## src/rtl/pinky_fcvt.sv

```systemverilog
// Multi-cycle signed-integer <-> float converter with valid/ready handshakes on both sides.
// Define FCVT_RNE_EN to make ITOF round to nearest-even instead of truncating.
module pinky_fcvt #(
   parameter int WIDTH = 16,
   parameter int EXP_W = 8,
   parameter int BIAS  = 127
) (
   input  logic             clk,
   input  logic             reset,
   input  logic             in_valid,
   output logic             in_ready,
   input  logic             mode,
   input  logic [WIDTH-1:0] operand,
   output logic             out_valid,
   input  logic             out_ready,
   output logic [WIDTH-1:0] result,
   output logic             inexact,
   output logic             overflow
);
   localparam int MANT_W  = WIDTH - 1 - EXP_W;
   localparam int EW2     = EXP_W + 2;
   localparam int UW      = EXP_W + 1;
   localparam int EXP_MAX = (1 << EXP_W) - 1;
   localparam logic [WIDTH-1:0] MAX_POS = {1'b0, {(WIDTH-1){1'b1}}};
   localparam logic [WIDTH-1:0] MIN_NEG = {1'b1, {(WIDTH-1){1'b0}}};

   typedef enum logic [2:0] {IDLE, UNPACK, NORM, PACK, HOLD} state_t;

   state_t                 state;
   logic                   mode_r;
   logic [WIDTH-1:0]       op_r;
   logic                   sign_r;
   logic [WIDTH-1:0]       mag_r;
   logic                   zero_r;
   logic [EW2-1:0]         exp_r;
   logic signed [UW-1:0]   u_r;

   int                     lz;
   int                     e_int;
   int                     ui;
   logic [MANT_W-1:0]      i_mant;
   logic [MANT_W-1:0]      mant_f;
   logic [WIDTH-1:0]       mag_v;
   logic [WIDTH-1:0]       p_result;
   logic                   p_inexact;
   logic                   p_overflow;
`ifdef FCVT_RNE_EN
   logic                   guard;
   logic                   sticky;
`endif

   function automatic int lzc(input logic [WIDTH-1:0] v);
      int n;
      n = WIDTH;
      for (int i = 0; i < WIDTH; i++)
         if (v[i]) n = WIDTH - 1 - i;
      return n;
   endfunction

   assign lz = lzc(mag_r);

   always_comb begin
      p_result   = '0;
      p_inexact  = 1'b0;
      p_overflow = 1'b0;
      i_mant     = mag_r[WIDTH-2 -: MANT_W];
      mant_f     = mag_r[MANT_W-1:0];
      mag_v      = '0;
      e_int      = int'(exp_r);
      ui         = int'(u_r);
`ifdef FCVT_RNE_EN
      guard      = mag_r[WIDTH-2-MANT_W];
      sticky     = (mag_r << (MANT_W + 2)) != '0;
`endif
      if (!mode_r) begin
         if (!zero_r) begin
            // mag_r is normalised: leading one at the MSB, fraction follows
            p_inexact = (mag_r << (MANT_W + 1)) != '0;
`ifdef FCVT_RNE_EN
            if (guard && (sticky || i_mant[0])) begin
               if (&i_mant) begin
                  i_mant = '0;
                  e_int  = e_int + 1;
               end else begin
                  i_mant = i_mant + MANT_W'(1);
               end
            end
`endif
            if (e_int >= EXP_MAX) begin
               p_overflow = 1'b1;
               p_result   = {sign_r, EXP_W'(EXP_MAX - 1), {MANT_W{1'b1}}};
            end else begin
               p_result   = {sign_r, e_int[EXP_W-1:0], i_mant};
            end
         end
      end else begin
         if (exp_r[EXP_W-1:0] == '0) begin
            p_inexact = mant_f != '0;
         end else if (&exp_r[EXP_W-1:0]) begin
            p_overflow = 1'b1;
            p_result   = (!sign_r || mant_f != '0) ? MAX_POS : MIN_NEG;
         end else if (ui < 0) begin
            p_inexact = 1'b1;
         end else if (ui >= WIDTH - 1) begin
            if (sign_r && ui == WIDTH - 1 && mant_f == '0) begin
               p_result = MIN_NEG;
            end else begin
               p_overflow = 1'b1;
               p_result   = sign_r ? MIN_NEG : MAX_POS;
            end
         end else begin
            if (ui >= MANT_W) begin
               mag_v = mag_r << (ui - MANT_W);
            end else begin
               mag_v     = mag_r >> (MANT_W - ui);
               p_inexact = (mag_r << (WIDTH - MANT_W + ui)) != '0;
            end
            p_result = sign_r ? -mag_v : mag_v;
         end
      end
   end

   always_ff @(posedge clk or posedge reset) begin
      if (reset) begin
         state     <= IDLE;
         in_ready  <= 1'b1;
         out_valid <= 1'b0;
         result    <= '0;
         inexact   <= 1'b0;
         overflow  <= 1'b0;
         mode_r    <= 1'b0;
         op_r      <= '0;
         sign_r    <= 1'b0;
         mag_r     <= '0;
         zero_r    <= 1'b0;
         exp_r     <= '0;
         u_r       <= '0;
      end else begin
         case (state)
            IDLE: begin
               if (in_valid) begin
                  op_r     <= operand;
                  mode_r   <= mode;
                  in_ready <= 1'b0;
                  state    <= UNPACK;
               end
            end
            UNPACK: begin
               sign_r <= op_r[WIDTH-1];
               if (!mode_r) begin
                  mag_r <= op_r[WIDTH-1] ? -op_r : op_r;
               end else begin
                  mag_r <= {{EXP_W{1'b0}}, 1'b1, op_r[MANT_W-1:0]};
                  exp_r <= {2'b00, op_r[WIDTH-2 -: EXP_W]};
               end
               state <= NORM;
            end
            NORM: begin
               if (!mode_r) begin
                  zero_r <= mag_r == '0;
                  mag_r  <= mag_r << lz;
                  exp_r  <= EW2'(BIAS + WIDTH - 1 - lz);
               end else begin
                  u_r <= UW'($signed({1'b0, exp_r[EXP_W-1:0]}) - BIAS);
               end
               state <= PACK;
            end
            PACK: begin
               result    <= p_result;
               inexact   <= p_inexact;
               overflow  <= p_overflow;
               out_valid <= 1'b1;
               state     <= HOLD;
            end
            HOLD: begin
               if (out_ready) begin
                  out_valid <= 1'b0;
                  in_ready  <= 1'b1;
                  state     <= IDLE;
               end
            end
            default: state <= IDLE;
         endcase
      end
   end
endmodule

```

## config.mk

```make
export PLATFORM = sky130hd
export DESIGN_NAME = pinky_fcvt
export DESIGN_NICKNAME = d
export VERILOG_FILES = /design/src/rtl/pinky_fcvt.sv
export SDC_FILE = /design/constraint.sdc
export NUM_CORES = 1
export LEC_CHECK = 0
export BUFFER_PORTS_ARGS = -buffer_cell sky130_fd_sc_hd__buf_4
export CORE_ASPECT_RATIO = 1.25
export CORE_MARGIN = 5
export CORE_UTILIZATION = 39
export CTS_CLUSTER_DIAMETER = 120
export CTS_CLUSTER_SIZE = 40
export DETAILED_ROUTE_END_ITERATION = 10
export SLEW_MARGIN = 40
export SYNTH_ARGS = -nofsm -noshare
export SYNTH_HDL_FRONTEND = slang
export SYNTH_SLANG_ARGS = --single-unit
```

## constraint.sdc

```tcl
create_clock -name clk -period 9.2 [get_ports clk]
set_input_delay 1.84 -clock clk [delete_from_list [all_inputs] [get_ports clk]]
set_output_delay 1.84 -clock clk [all_outputs]
set_load 0.05 [all_outputs]
```

---- After elaboration in Yosys (flattened, before gate mapping) ----
Cells that the tools add are included.
storage, ports and cells
  input bits .............................. 21
  output and inout port bits .............. 20
  flip-flop bits (word level) ............. 77
  logic and storage cells ................. 124
operators by class
  bitwise logic cells ..................... 1
  $lt $le $gt $ge ......................... 4
  muxes and demuxes ....................... 63
  shifts and indexed selects .............. 4
  $add $sub $neg .......................... 7
  eq/ne operators ......................... 9
  reductions and logical operators ........ 23
operator list
  kind                   number
  $mux 32                14
  $mux 16                19
  $shl 16x32->16         3
  $neg 16->16            2
  $pmux 16 s2            1
  $reduce_bool 16->1     2
  $shr 16x32->16         1
  $mux 10                2
  $pmux 10 s2            1
  $mux 1                 18
  $logic_not 16->1       1
  $mux 15                1
  $pmux 3 s5             1
  $reduce_and 2->1       6
  $add 5x9->10 const A   1
  $ge 10x8->1 const B    1
  $mux 5                 2
  $sub 4x9->10 const A   1
  $sub 9x10->10 const A  1
  $sub 9x4->10 const B   1
  $eq 9x5->1 const B     1
  $ge 9x4->1 const B     1
  $ge 9x5->1 const B     1
  $lt 9x1->1 const B     1
  18 further kinds       28

---- Logic depth before layout (Yosys ltp) ----
  depth in word-level cells ............... 19
  gate-level depth with buffers ........... 16

---- Least setup slack after synthesis ----
Ideal clock, no wire load.
  path kind ............................... register to register
  start point ............................. reg u_r[3]
  end point ............................... reg result[2]
  data required time ...................... 9.123 ns
  setup slack ............................. 5.915 ns
  cell stages (with the launch flop) ...... 16
  data arrival time ....................... 3.208 ns
  clock period less this slack ............ 3.285 ns
  path buffers ............................ 2
  setup time .............................. 0.077 ns
  path through ............................ dfrtp_1 -> inv_1 -> ha_1 -> nor4b_1 -> a211oi_1 -> or4b_1 -> buf_4 -> buf_6 -> o22ai_1 -> a31oi_1 -> ha_1 -> or3_1 -> mux2i_1 -> o21bai_1 -> a21o_1 -> a21oi_1
on the way
  cells in the longest elaborated chain, start to end .. 15
ends and longest elaborated chain
  what                                              RTL line  RTL
  start: declaration                                36        logic signed [UW-1:0] u_r;
  start signal: assignment                          164       u_r <= UW'($signed({1'b0, exp_r[EXP_W-1:0]}) - BIAS);
  $sub 4x9->10 or $sub 9x4->10 (tied branches)      115, 113
  $shr 16x32->16 or $shl 16x32->16 (tied branches)  115, 113
  $mux 16                                           112       if (ui >= MANT_W) begin
  $mux 16                                           104       end else if (ui >= WIDTH - 1) begin
  $mux 16                                           102       end else if (ui < 0) begin
  $mux 16                                           99        end else if (&exp_r[EXP_W-1:0]) begin
  $mux 16                                           97        if (exp_r[EXP_W-1:0] == '0) begin
  $mux 16                                           75        if (!mode_r) begin
  $neg 16->16                                       118       p_result = sign_r ? -mag_v : mag_v;
  $mux 16                                           118
  $mux 16                                           104
  $mux 16 (*)                                       102
  $mux 16 (*)                                       99
  $mux 16 (*)                                       97
  $mux 16 (*)                                       75
  end signal: assignment                            169       result <= p_result;
  end: declaration                                  16        output logic [WIDTH-1:0] result,
Mark *: on every way between the ends. The rest lies on a longest branch, timed or not. The select of a mux whose other input is x is not followed.
A chain may end at the register's enable or synchronous reset.

---- Worst setup path after layout ----
  start point ............................. reg u_r[3]
  end point ............................... reg result[14]
The elaborated chain is that of the path after synthesis.

==> impl_metrics.json <==
{
  "grt_pass1_wl_microns": 37500,
  "maxCapViolCount": 0,
  "final_nets": 895,
  "dieWidth_microns": 132,
  "rows": 55,
  "timing.fmax_ghz": 0.235,
  "core_area_sq_um": 18200,
  "vias": 6985,
  "initial_core_util_pct": 39.8,
  "cp_max_fo": 17,
  "area_growth_pct": 8.95,
  "gr-total-overflow": 0,
  "yosys-top-cells-count": "nand2_1, a21oi_1, nor2_1",
  "hold_buffers": 0,
  "dieArea_sq_um": 21400,
  "syn_nets": 912,
  "drtAntennaViolNets": 0,
  "wire_per_inst_microns": 21.4,
  "synth_xor_xnor_area_share_pct": 3.98,
  "cts_buffers": 9,
  "ctsRootBufferMaster": "clkbuf_16",
  "slew_violations": 0,
  "first_global_vias": 6816,
  "synth_compound_area_share_pct": 25.5,
  "synth_top_family_by_area": "compound AO/OA/AOI/OAI gates",
  "synthSimpleGateAreaFrac_pct": 21.2,
  "synthTopCellsByArea": "dfrtp_1, a21oi_1, nand2_1",
  "wl_microns": 23400,
  "hold_class": "flip-flop to flip-flop",
  "max_slew_margin_pct": 44.4,
  "synth-edff-count": 0,
  "finalCritPeriodShare_pct": 46.3,
  "setup_violations": 0,
  "synth_most_common_cell": "nand2_1",
  "syn_avg_cell_area_sq_um": 8.20,
  "post-dp-hpwl_microns": 16800,
  "status": "completed",
  "avgViaCountPerCell": 6.37,
  "hold_viol": 0,
  "arrival_ns": 4.52,
  "antenna_found_initial": 0,
  "synth_mux_area_share_pct": 15.0,
  "grt_max_degree": 76,
  "synth_area_sq_um": 7230,
  "clk_pin_slew_ns": 0.07,
  "yosysTopAreaCellShare_pct": 25.6,
  "syn_inst": 881,
  "ys_seq_area_share_pct": 26.0,
  "gr-usage-all-layers_pct": 21.5,
  "n_antenna_cell": 0,
  "cts_resized": 0,
  "clockBufferDepth": 2,
  "h-tree-depth": 3,
  "synth_flop_cell": "dfrtp_1",
  "drtIter0Drc": 778,
  "finClkSkew_ns": 0.00880,
  "synth_largest_area_cell": "dfrtp_1",
  "worst_pin_slew_ns": 0.834,
  "routabilityCongestion": 0.972,
  "portBuffers": 40,
  "synth-adder-area-share_pct": 1.73,
  "tns_ns": 0,
  "critPathCaptureType": "flip-flop",
  "die_h_microns": 162,
  "cts_setup_buffers": 0,
  "synthArstFlopShare_pct": 100,
  "cts_tree": "yes",
  "final_layout_size_suffix_gt1_share_pct": 15.2,
  "rsz0062_at_grt": "no",
  "synth_warnings": 0,
  "critPathLaunchType": "flip-flop",
  "ys_seq_elements": 75,
  "cts_sinks": 75,
  "period_needed_ns": 4.26,
  "io_pins": 41,
  "clock_latency_ns": 0.35,
  "ys_types": 89,
  "drcViolationCount": 0,
  "critPathKind": "flip-flop to flip-flop",
  "first_pass_iters": 6,
  "crit_required_ns": 9.46
}
## layout make-up
type	count	area, sq um
Clock buffer	9	225
Fill cell	1898	10300
Tap cell	228	285
Sequential cell	75	1880
Timing Repair Buffer	51	387
Clock inverter	7	95.1
Multi-Input combinational cell	704	4910
Inverter	23	87.6
## routing by layer
metal / wire length [microns] / global-route usage [%]
met3: 1370 / 2.60
met5: 0 / 0
met4: 1120 / 11.2
met1: 9570 / 27.1
met2: 11400 / 36.1
## layout by cell type (no fill, tap or decap), drive strengths merged, types with 20 or more instances in the layout
master | synthesis | final
xnor2 | 21 | 21
nor3 | 23 | 23
nor2 | 84 | 84
nand2b | 20 | 20
o22ai | 21 | 21
dfrtp | 74 | 74
o21ai | 38 | 38
nand2 | 96 | 96
inv | 21 | 23
a21oi | 92 | 92
mux2 | 24 | 24
mux2i | 35 | 35
buf | 33 | 51
## worst max-delay path: stages (launching register included)
cell,delay [ns]
dfrtp_1,0.70
inv_1,0.23
ha_1,0.30
and4b_1,0.19
a211oi_1,0.34
or4b_1,0.51
o22ai_1,0.21
a31oi_1,0.26
ha_1,0.23
o31ai_1,0.10
nor2_1,0.27
nand4_2,0.18
o31ai_1,0.35
xor2_1,0.11
o31ai_1,0.19
## sequential cells by signal, indices dropped and copies added (netlist names), 3 cells and up
register	count
mag_r	16
u_r	9
state	3
op_r	16
result	16
exp_r	8
## kinds of logic (layout without fill, tap and decap cells)
group,after synthesis,after routing
adders and majority gates,10,10
buffers and inverters,102,90
muxes,78,78
xor gates and xnor gates,32,32
AOI/OAI and AO/OA,276,276
DFF,75,75
and+or+nand+nor,308,308
## path summary, 6_finish.rpt
kind	end	depth (start not counted)	startpoint	slack (ns)
min	result[14]$_DFFE_PP0P_	2	result[14]$_DFFE_PP0P_	0.51
min in group asynchronous	state[0]$_DFFE_PP0P_	3	reset	1.68
min reg2reg	result[14]$_DFFE_PP0P_	2	result[14]$_DFFE_PP0P_	0.51
max in group asynchronous	u_r[0]$_DFFE_PP0P_	3	reset	6.95
max reg2reg	result[14]$_DFFE_PP0P_	14	u_r[3]$_DFFE_PP0P_	4.94
max	result[14]$_DFFE_PP0P_	14	u_r[3]$_DFFE_PP0P_	4.94
## per-stage QoR
stage	util, %	area [sq um]	hold slack (ns)	setup WS (ns)	instances
6_report	43.3	7870	0.508	4.94	1097
5_1_grt	43.3	7870	0.532	4.49	1097
4_1_cts	43.3	7870	0.512	4.96	1097
3_5_place_dp	41.5	7540	0.491	4.95	1081
3_3_place_gp	41.3	7510	0.496	4.80	1081
2_1_floorplan	-	7230	0.506	5.45	881
Power is left out: the tool's default activity adds up to more than one toggle a clock period on the data nets, which glitch-free logic cannot reach.
